===== src/rtl/cvo_seq_pkg.sv =====
// Shared constants for the CVO reset sequencer: FSM state encoding,
// Avalon register addresses and CTRL/STATUS bit positions.
package cvo_seq_pkg;

  // FSM state encoding (also visible in STATUS[2:0])
  localparam logic [2:0] ST_OFF       = 3'd0;
  localparam logic [2:0] ST_HOLD      = 3'd1;
  localparam logic [2:0] ST_WAIT_LOCK = 3'd2;
  localparam logic [2:0] ST_SETTLE    = 3'd3;
  localparam logic [2:0] ST_RUN       = 3'd4;

  // Avalon word addresses
  localparam logic [2:0] ADDR_CTRL   = 3'd0;
  localparam logic [2:0] ADDR_STATUS = 3'd1;
  localparam logic [2:0] ADDR_HOLD   = 3'd2;
  localparam logic [2:0] ADDR_SETTLE = 3'd3;
  localparam logic [2:0] ADDR_RECOV  = 3'd4;

  // CTRL bit indices
  localparam int CTRL_ENABLE = 0;
  localparam int CTRL_AUTO   = 1;
  localparam int CTRL_FORCE  = 2;

endpackage


===== src/rtl/cvo_sync2.sv =====
// Two-flop synchronizer bringing an asynchronous level into the clk domain.
module cvo_sync2 (
  input  logic clk,
  input  logic reset_n,
  input  logic d_i,
  output logic q_o
);

  logic meta_q;
  logic sync_q;

  // Shift the async level through two flops; both clear to 0 on reset.
  always_ff @(posedge clk or negedge reset_n) begin
    if (!reset_n) begin
      meta_q <= 1'b0;
      sync_q <= 1'b0;
    end else begin
      meta_q <= d_i;
      sync_q <= meta_q;
    end
  end

  assign q_o = sync_q;

endmodule


===== src/rtl/cvo_reset_sequencer.sv =====
// CVO reset/enable sequencer with an Avalon-MM register slave.
// Holds the CVO in reset until the video PLL is locked, times the reset
// hold and post-release settle, gates the frame-buffer reader and
// auto-recovers from underflow.
//
// Avalon handshake: zero-wait-state slave. A write is accepted on any clock
// edge where chipselect=1 and write_n=0; readdata is a pure function of
// address and current register state, so there is no valid/ready stall.
// The FSM state is exposed for observation through STATUS[2:0].
module cvo_reset_sequencer
  import cvo_seq_pkg::*;
#(
  parameter int HOLD_W         = 16,
  parameter int HOLD_DEFAULT   = 256,
  parameter int SETTLE_DEFAULT = 1024,
  parameter int CNT_W          = 16
) (
  input  logic        clk,
  input  logic        reset_n,
  input  logic [2:0]  address,
  input  logic        chipselect,
  input  logic        write_n,
  input  logic [31:0] writedata,
  output logic [31:0] readdata,
  input  logic        pll_locked,
  input  logic        cvo_underflow,
  output logic        cvo_reset,
  output logic        fb_enable
);

  localparam logic [HOLD_W-1:0] HOLD_ONE = HOLD_W'(1);

  logic              wr;
  logic              pll_sync;
  logic [1:0]        ctrl_q;
  logic              force_q;
  logic [HOLD_W-1:0] hold_q;
  logic [HOLD_W-1:0] settle_q;
  logic [HOLD_W-1:0] wr_time;
  logic [HOLD_W-1:0] cnt_q;
  logic [HOLD_W-1:0] cnt_d;
  logic [2:0]        state_q;
  logic [2:0]        state_d;
  logic [CNT_W-1:0]  recov_q;
  logic              recover;
  logic              cvo_reset_q;
  logic              fb_enable_q;

  assign wr = chipselect & ~write_n;

  // A zero timing value would mean "no wait"; it is stored as 1 instead.
  assign wr_time = (writedata[HOLD_W-1:0] == '0) ? HOLD_ONE : writedata[HOLD_W-1:0];

  cvo_sync2 u_pll_sync (
    .clk     (clk),
    .reset_n (reset_n),
    .d_i     (pll_locked),
    .q_o     (pll_sync)
  );

  // Register file writes; force_reset is a one-cycle pulse seen by the FSM next cycle.
  always_ff @(posedge clk or negedge reset_n) begin
    if (!reset_n) begin
      ctrl_q   <= 2'b00;
      force_q  <= 1'b0;
      hold_q   <= HOLD_W'(HOLD_DEFAULT);
      settle_q <= HOLD_W'(SETTLE_DEFAULT);
    end else begin
      force_q <= 1'b0;
      if (wr) begin
        case (address)
          ADDR_CTRL: begin
            ctrl_q  <= writedata[1:0];
            force_q <= writedata[CTRL_FORCE];
          end
          ADDR_HOLD:   hold_q   <= wr_time;
          ADDR_SETTLE: settle_q <= wr_time;
          default: ;
        endcase
      end
    end
  end

  // Next-state logic: exits in priority order, then the normal sequence.
  always_comb begin
    state_d = state_q;
    cnt_d   = cnt_q;
    recover = 1'b0;
    if (!ctrl_q[CTRL_ENABLE]) begin
      state_d = ST_OFF;
    end else if (!pll_sync && (state_q == ST_SETTLE || state_q == ST_RUN)) begin
      state_d = ST_HOLD;
      cnt_d   = hold_q;
    end else if (force_q && state_q != ST_OFF) begin
      state_d = ST_HOLD;
      cnt_d   = hold_q;
    end else if (cvo_underflow && ctrl_q[CTRL_AUTO] && state_q == ST_RUN) begin
      state_d = ST_HOLD;
      cnt_d   = hold_q;
      recover = 1'b1;
    end else begin
      case (state_q)
        ST_OFF: begin
          state_d = ST_HOLD;
          cnt_d   = hold_q;
        end
        ST_HOLD: begin
          if (cnt_q <= HOLD_ONE) state_d = ST_WAIT_LOCK;
          else                   cnt_d   = cnt_q - HOLD_ONE;
        end
        ST_WAIT_LOCK: begin
          if (pll_sync) begin
            state_d = ST_SETTLE;
            cnt_d   = settle_q;
          end
        end
        ST_SETTLE: begin
          if (cnt_q <= HOLD_ONE) state_d = ST_RUN;
          else                   cnt_d   = cnt_q - HOLD_ONE;
        end
        ST_RUN: ;
        default: state_d = ST_OFF;
      endcase
    end
  end

  // State, shared down-counter and outputs all update on the same edge.
  always_ff @(posedge clk or negedge reset_n) begin
    if (!reset_n) begin
      state_q     <= ST_OFF;
      cnt_q       <= '0;
      cvo_reset_q <= 1'b1;
      fb_enable_q <= 1'b0;
    end else begin
      state_q     <= state_d;
      cnt_q       <= cnt_d;
      cvo_reset_q <= (state_d == ST_OFF) || (state_d == ST_HOLD) || (state_d == ST_WAIT_LOCK);
      fb_enable_q <= (state_d == ST_RUN);
    end
  end

  // Saturating recovery counter; a software write clears it and beats an increment.
  always_ff @(posedge clk or negedge reset_n) begin
    if (!reset_n) begin
      recov_q <= '0;
    end else if (wr && address == ADDR_RECOV) begin
      recov_q <= '0;
    end else if (recover && recov_q != '1) begin
      recov_q <= recov_q + CNT_W'(1);
    end
  end

  // Combinational read mux, zero wait states; unused bits and addresses read 0.
  always_comb begin
    readdata = '0;
    case (address)
      ADDR_CTRL:   readdata[1:0]        = ctrl_q;
      ADDR_STATUS: readdata[5:0]        = {fb_enable_q, cvo_reset_q, pll_sync, state_q};
      ADDR_HOLD:   readdata[HOLD_W-1:0] = hold_q;
      ADDR_SETTLE: readdata[HOLD_W-1:0] = settle_q;
      ADDR_RECOV:  readdata[CNT_W-1:0]  = recov_q;
      default: ;
    endcase
  end

  assign cvo_reset = cvo_reset_q;
  assign fb_enable = fb_enable_q;

endmodule


===== config.mk =====
export PLATFORM = sky130hd
export DESIGN_NAME = cvo_reset_sequencer
export DESIGN_NICKNAME = d
export VERILOG_FILES = /design/src/rtl/cvo_seq_pkg.sv /design/src/rtl/cvo_sync2.sv /design/src/rtl/cvo_reset_sequencer.sv
export SDC_FILE = /design/constraint.sdc
export NUM_CORES = 1
export LEC_CHECK = 0
export ABC_AREA = 1
export CORE_MARGIN = 2
export CORE_UTILIZATION = 59
export CTS_BUF_LIST = sky130_fd_sc_hd__clkbuf_16
export CTS_CLUSTER_SIZE = 8
export DETAILED_ROUTE_END_ITERATION = 7
export PLACE_DENSITY = 0.87
export SLEW_MARGIN = 30
export SYNTH_ARGS = -nofsm -noshare
export SYNTH_HDL_FRONTEND = slang
export SYNTH_HIERARCHICAL = 1
export SYNTH_SLANG_ARGS = --single-unit

===== constraint.sdc =====
create_clock -name clk -period 4.05 [get_ports clk]
set_input_delay 1.215 -clock clk [delete_from_list [all_inputs] [get_ports clk]]
set_output_delay 1.215 -clock clk [all_outputs]
set_load 0.03 [all_outputs]

==> flow_metrics.py, run 1 <==
metrics = {
    "timing": {
        "slew_headroom_pct": 44.1,
        "setup_slack_ns": 0.0256,
        "min_period_over_period_pct": 99.4,
        "rsz0062_at_grt": "true",
        "timing.fmax_mhz": 248,
        "hold_violations": 0,
        "fin_skew_ns": 0.00536,
        "period_minus_slack_ns": 4.02,
        "setup_viol": 0,
        "worstMarginPinSlew_ns": 0.837,
        "maxSlewViolCount": 0,
    },
    "finish": {
        "nFillCells": 644,
        "antenna_cells": 0,
        "final_nets": 754,
        "area_delta_synth_final_pct": 15.8,
        "drive_above_1_share_pct": 10.9,
    },
    "yosys": {
        "ys_warn_count": 6,
        "synth_fa_ha_area_share_pct": 0.799,
        "syn_area_per_cell_um2": 7.05,
        "synth_area_mm2": 0.00470,
        "ys_types": 41,
        "synth_area_leaders": "dfrtp_1 (38%), nand2_1 (19%), o21ai_0 (6.0%), inv_1 (5.8%), nand3_1 (4.8%)",
        "yosys.area_share.simple_pct": 34.0,
        "ys_seq_area_share_pct": 39.5,
        "synth_xor_area_share_pct": 1.68,
        "syn_inst": 666,
        "synth_compound_area_share_pct": 12.5,
        "synthMuxAreaShare_pct": 0.240,
        "yosysTopAreaCell": "dfrtp_1",
        "synth_top_family_by_area": "simple AND/OR/NAND/NOR gates",
        "yosysTopAreaCellShare_pct": 37.8,
        "ys_ff_latch": 74,
    },
    "pwr": {
        "swShare_pct": 35.8,
        "comb_power_share_pct": 29.6,
        "clkPwrFrac_pct": 32.6,
        "ir_drop_uv": 245,
        "seq_power_share_pct": 37.8,
        "p_int_w": 0.00177,
        "leakage_nw": 2.67,
        "p_sw_w": 0.000988,
        "p_per_area_mw_per_mm2": 507,
        "power.total_w": 0.00276,
    },
    "critical_path": {
        "critPathSlowestCell": "clkdlybuf4s50_1",
        "crit_path_start_kind": "primary input",
        "worst_path_largest_cell_delay_ns": 0.49,
        "cp.arrival_ns": 2.81,
        "worstPathRequired_ns": 2.83,
        "crit_chain": "clkdlybuf4s50_1 -> nor2_1 -> nand2_1 -> inv_1 -> buf_4 -> nand2_1 -> o2111ai_1 -> buf_4",
        "cpLargestDelayFamily": "buffers and inverters",
        "cp_num_buf_inv": 4,
        "worst_setup_path_end_kind": "primary output",
        "cp_max_fo": 7,
        "worst-setup-path-type": "primary input to primary output",
    },
    "grt": {
        "grt_pass1_wl_um": 21100,
        "antenna_found_initial": 0,
        "overflow": 0,
        "grt_pass1_vias": 4280,
        "grt.total_usage_pct": 31.1,
        "grt_max_degree": 75,
    },
    "routing": {
        "dr_total_vias": 4645,
        "drt_iter0_markers": 380,
        "ant_nets": 0,
        "drt-total-wl_um": 12900,
        "drt-wirelength-per-cell_um": 15.7,
        "dr.pass1.iters": 5,
        "viasPerCell": 5.69,
        "drc_errors": 0,
    },
    "place": {
        "portBuffers": 42,
        "pre_cts_ws_ns": 0.105,
        "place.gp.congestion": 0.968,
        "hpwlAfterDp_um": 9410,
    },
    "clock_network": {
        "cts_inserted_buffers": 9,
        "cts.sinks": 74,
        "cts_resized": 0,
        "clk_pin_slew_worst_paths_ns": 0.06,
        "clockRootBuffer": "clkbuf_16",
        "cts_hold_buf": 0,
        "cts_max_path_buffers": 2,
        "cts_tree": "yes",
        "h-tree-depth": 3,
        "insertion_delay_ns": 0.33,
        "cts_setup_buffers": 0,
    },
    "floorplanning": {
        "die-area_mm2": 0.00869,
        "die_y_um": 93.2,
        "start_util_pct": 60.8,
        "die_w_um": 93.2,
        "core_area_mm2": 0.00773,
        "ios": 75,
        "num_rows": 32,
    },
    "job": {
        "cap_violations": 0,
    },
    "outcome": {
        "outcome": "complete, no violations",
    },
    "min_path": {
        "hold_class": "flop to flop",
    },
}
[kinds of logic (layout without fill, tap and decap cells)]
group | Yosys count | after routing
compound gates | 98 | 98
xor+xnor | 9 | 9
fa+ha+maj | 3 | 3
buf+inv | 112 | 146
flops | 74 | 74
mux | 1 | 1
other cells | 1 | 16
simple gates | 368 | 368
[area by class of cell]
cell class	instances	area, µm²	area share [%]
multi-input combinational	495	2370	43.6
sequential	74	1860	34.1
timing repair buffer	53	462	8.49
inverter	77	289	5.32
clock buffer	9	225	4.14
tap	102	128	2.35
clock inverter	7	109	2.00
[worst register-to-register path, cell delays in order (launching register included)]
cell	delay, ns
dfrtp_1	0.41
ha_1	0.29
nand3_1	0.14
inv_1	0.11
nand2_1	0.09
nor3b_2	0.29
nor3_4	0.14
nor2_2	0.66
nand2_1	0.13
o21ai_1	0.13
[layout by cell type, fill, tap and decap left out, types with 3 or more instances in the layout]
cell             count
buf_4               26
inv_1               73
clkdlybuf4s50_1     25
nor2_2               4
ha_1                 3
o21ai_0             56
nor2_1              41
nand3_1             45
clkbuf_16            9
nand2_2              5
o21ai_2              4
o221ai_1             5
inv_2                5
nand4_1              8
xor2_1               9
o22ai_1              6
a21oi_1              6
dfrtp_1             71
bufinv_16            3
conb_1              16
nor4_1               4
or2_2                4
nand2_1            238
nor3_2               4
o211ai_1             7
dfstp_2              3
nor3_1               4
o21ai_1              6
nand3b_1             3
[Yosys cell counts]
cell	instances
nor3_1	4
dfstp_2	3
inv_2	5
nand3b_1	3
o211ai_1	7
ha_1	3
conb_1	1
o21ai_1	6
nand2_2	5
o21ai_2	4
nor4_1	4
nor2_4	2
o21bai_1	2
dfrtp_1	71
nor2_1	41
xor2_1	9
o21ai_0	56
o2111ai_1	2
a221oi_1	1
a21oi_4	1
buf_2	4
nor3b_2	1
a221o_1	2
buf_4	21
nor3_4	1
nand3_2	2
inv_1	72
and2_1	1
a21oi_1	6
nand4_1	8
nand2_1	238
or2_1	1
o22ai_1	6
or2_2	4
buf_6	3
clkbuf_1	7
o221ai_1	5
nor2_2	4
mux2_2	1
nand3_1	45
nor3_2	4
[through the flow]
stage | area (µm²) | utilization (%) | instances | TNS [ns] | hold slack (ns)
after floorplan | 4750 | - | 681 | 0 | 0.331
after global placement | 5100 | 66.0 | 801 | 0 | 0.332
after detailed placement | 5100 | 66.0 | 801 | 0 | 0.341
after CTS | 5430 | 70.3 | 817 | 0 | 0.354
after global routing | 5440 | 70.4 | 817 | -0.179 | 0.367
final | 5440 | 70.4 | 817 | 0 | 0.353
[power groups by stage]
stage / clock network (W) / logic [W] / registers, W
CTS: 0.000904 / 0.000805 / 0.00104
detailed placement: 0 / 0.000793 / 0.00105
global route: 0.000933 / 0.000919 / 0.00106
global placement: 0 / 0.000768 / 0.00104
finish: 0.000900 / 0.000815 / 0.00104
floorplan: 0 / 0.000611 / 0.00101
[sequential cells by signal, summed over array words and instances, names as in the netlist]
signal and cells:
u_pll_sync/meta_q 1, force_q 1, hold_q 16, fb_enable 1, u_pll_sync/q_o 1, state_q 3
cnt_q 16, recov_q 16, cvo_reset 1, settle_q 16, ctrl_q 2
[routing by layer]
layer  GRT usage (%)  routed length, µm  up-vias
met3            3.79                863       38
met5               0                  0        -
met4            12.4                346        0
met2            51.3               6350      223
met1            41.9               5300     2181
li1                -                  -     2203
[final timing paths]
kind | from | endpoint | slack [ns] | cells after the start
worst min-delay path | u_pll_sync/meta_q | u_pll_sync/q_o | 0.35 | 0
min in group asynchronous | reset_n | cnt_q[1] | 0.98 | 2
max in group asynchronous | reset_n | settle_q[7] | 2.58 | 2
worst min register to register | u_pll_sync/meta_q | u_pll_sync/q_o | 0.35 | 0
worst max-delay path | address[0] | readdata[5] | 0.03 | 8
worst max register to register | recov_q[1] | recov_q[8] | 1.56 | 9
No activity file was read; power rests on OpenSTA's default activity.
==> run 2, diff against run 1 <==
--- a/config.mk
+++ b/config.mk
@@ -6,6 +6,7 @@
 export NUM_CORES = 1
 export LEC_CHECK = 0
 export ABC_AREA = 1
+export ABC_CLOCK_PERIOD_IN_PS = 4050
 export CORE_MARGIN = 2
 export CORE_UTILIZATION = 59
 export CTS_BUF_LIST = sky130_fd_sc_hd__clkbuf_16
@@ -17,3 +18,4 @@
 export SYNTH_HDL_FRONTEND = slang
 export SYNTH_HIERARCHICAL = 1
 export SYNTH_SLANG_ARGS = --single-unit
+export TNS_END_PERCENT = 10
==> results of run 2 <==
Same layout as run 1: the final DEF is identical, and so are final timing and power.
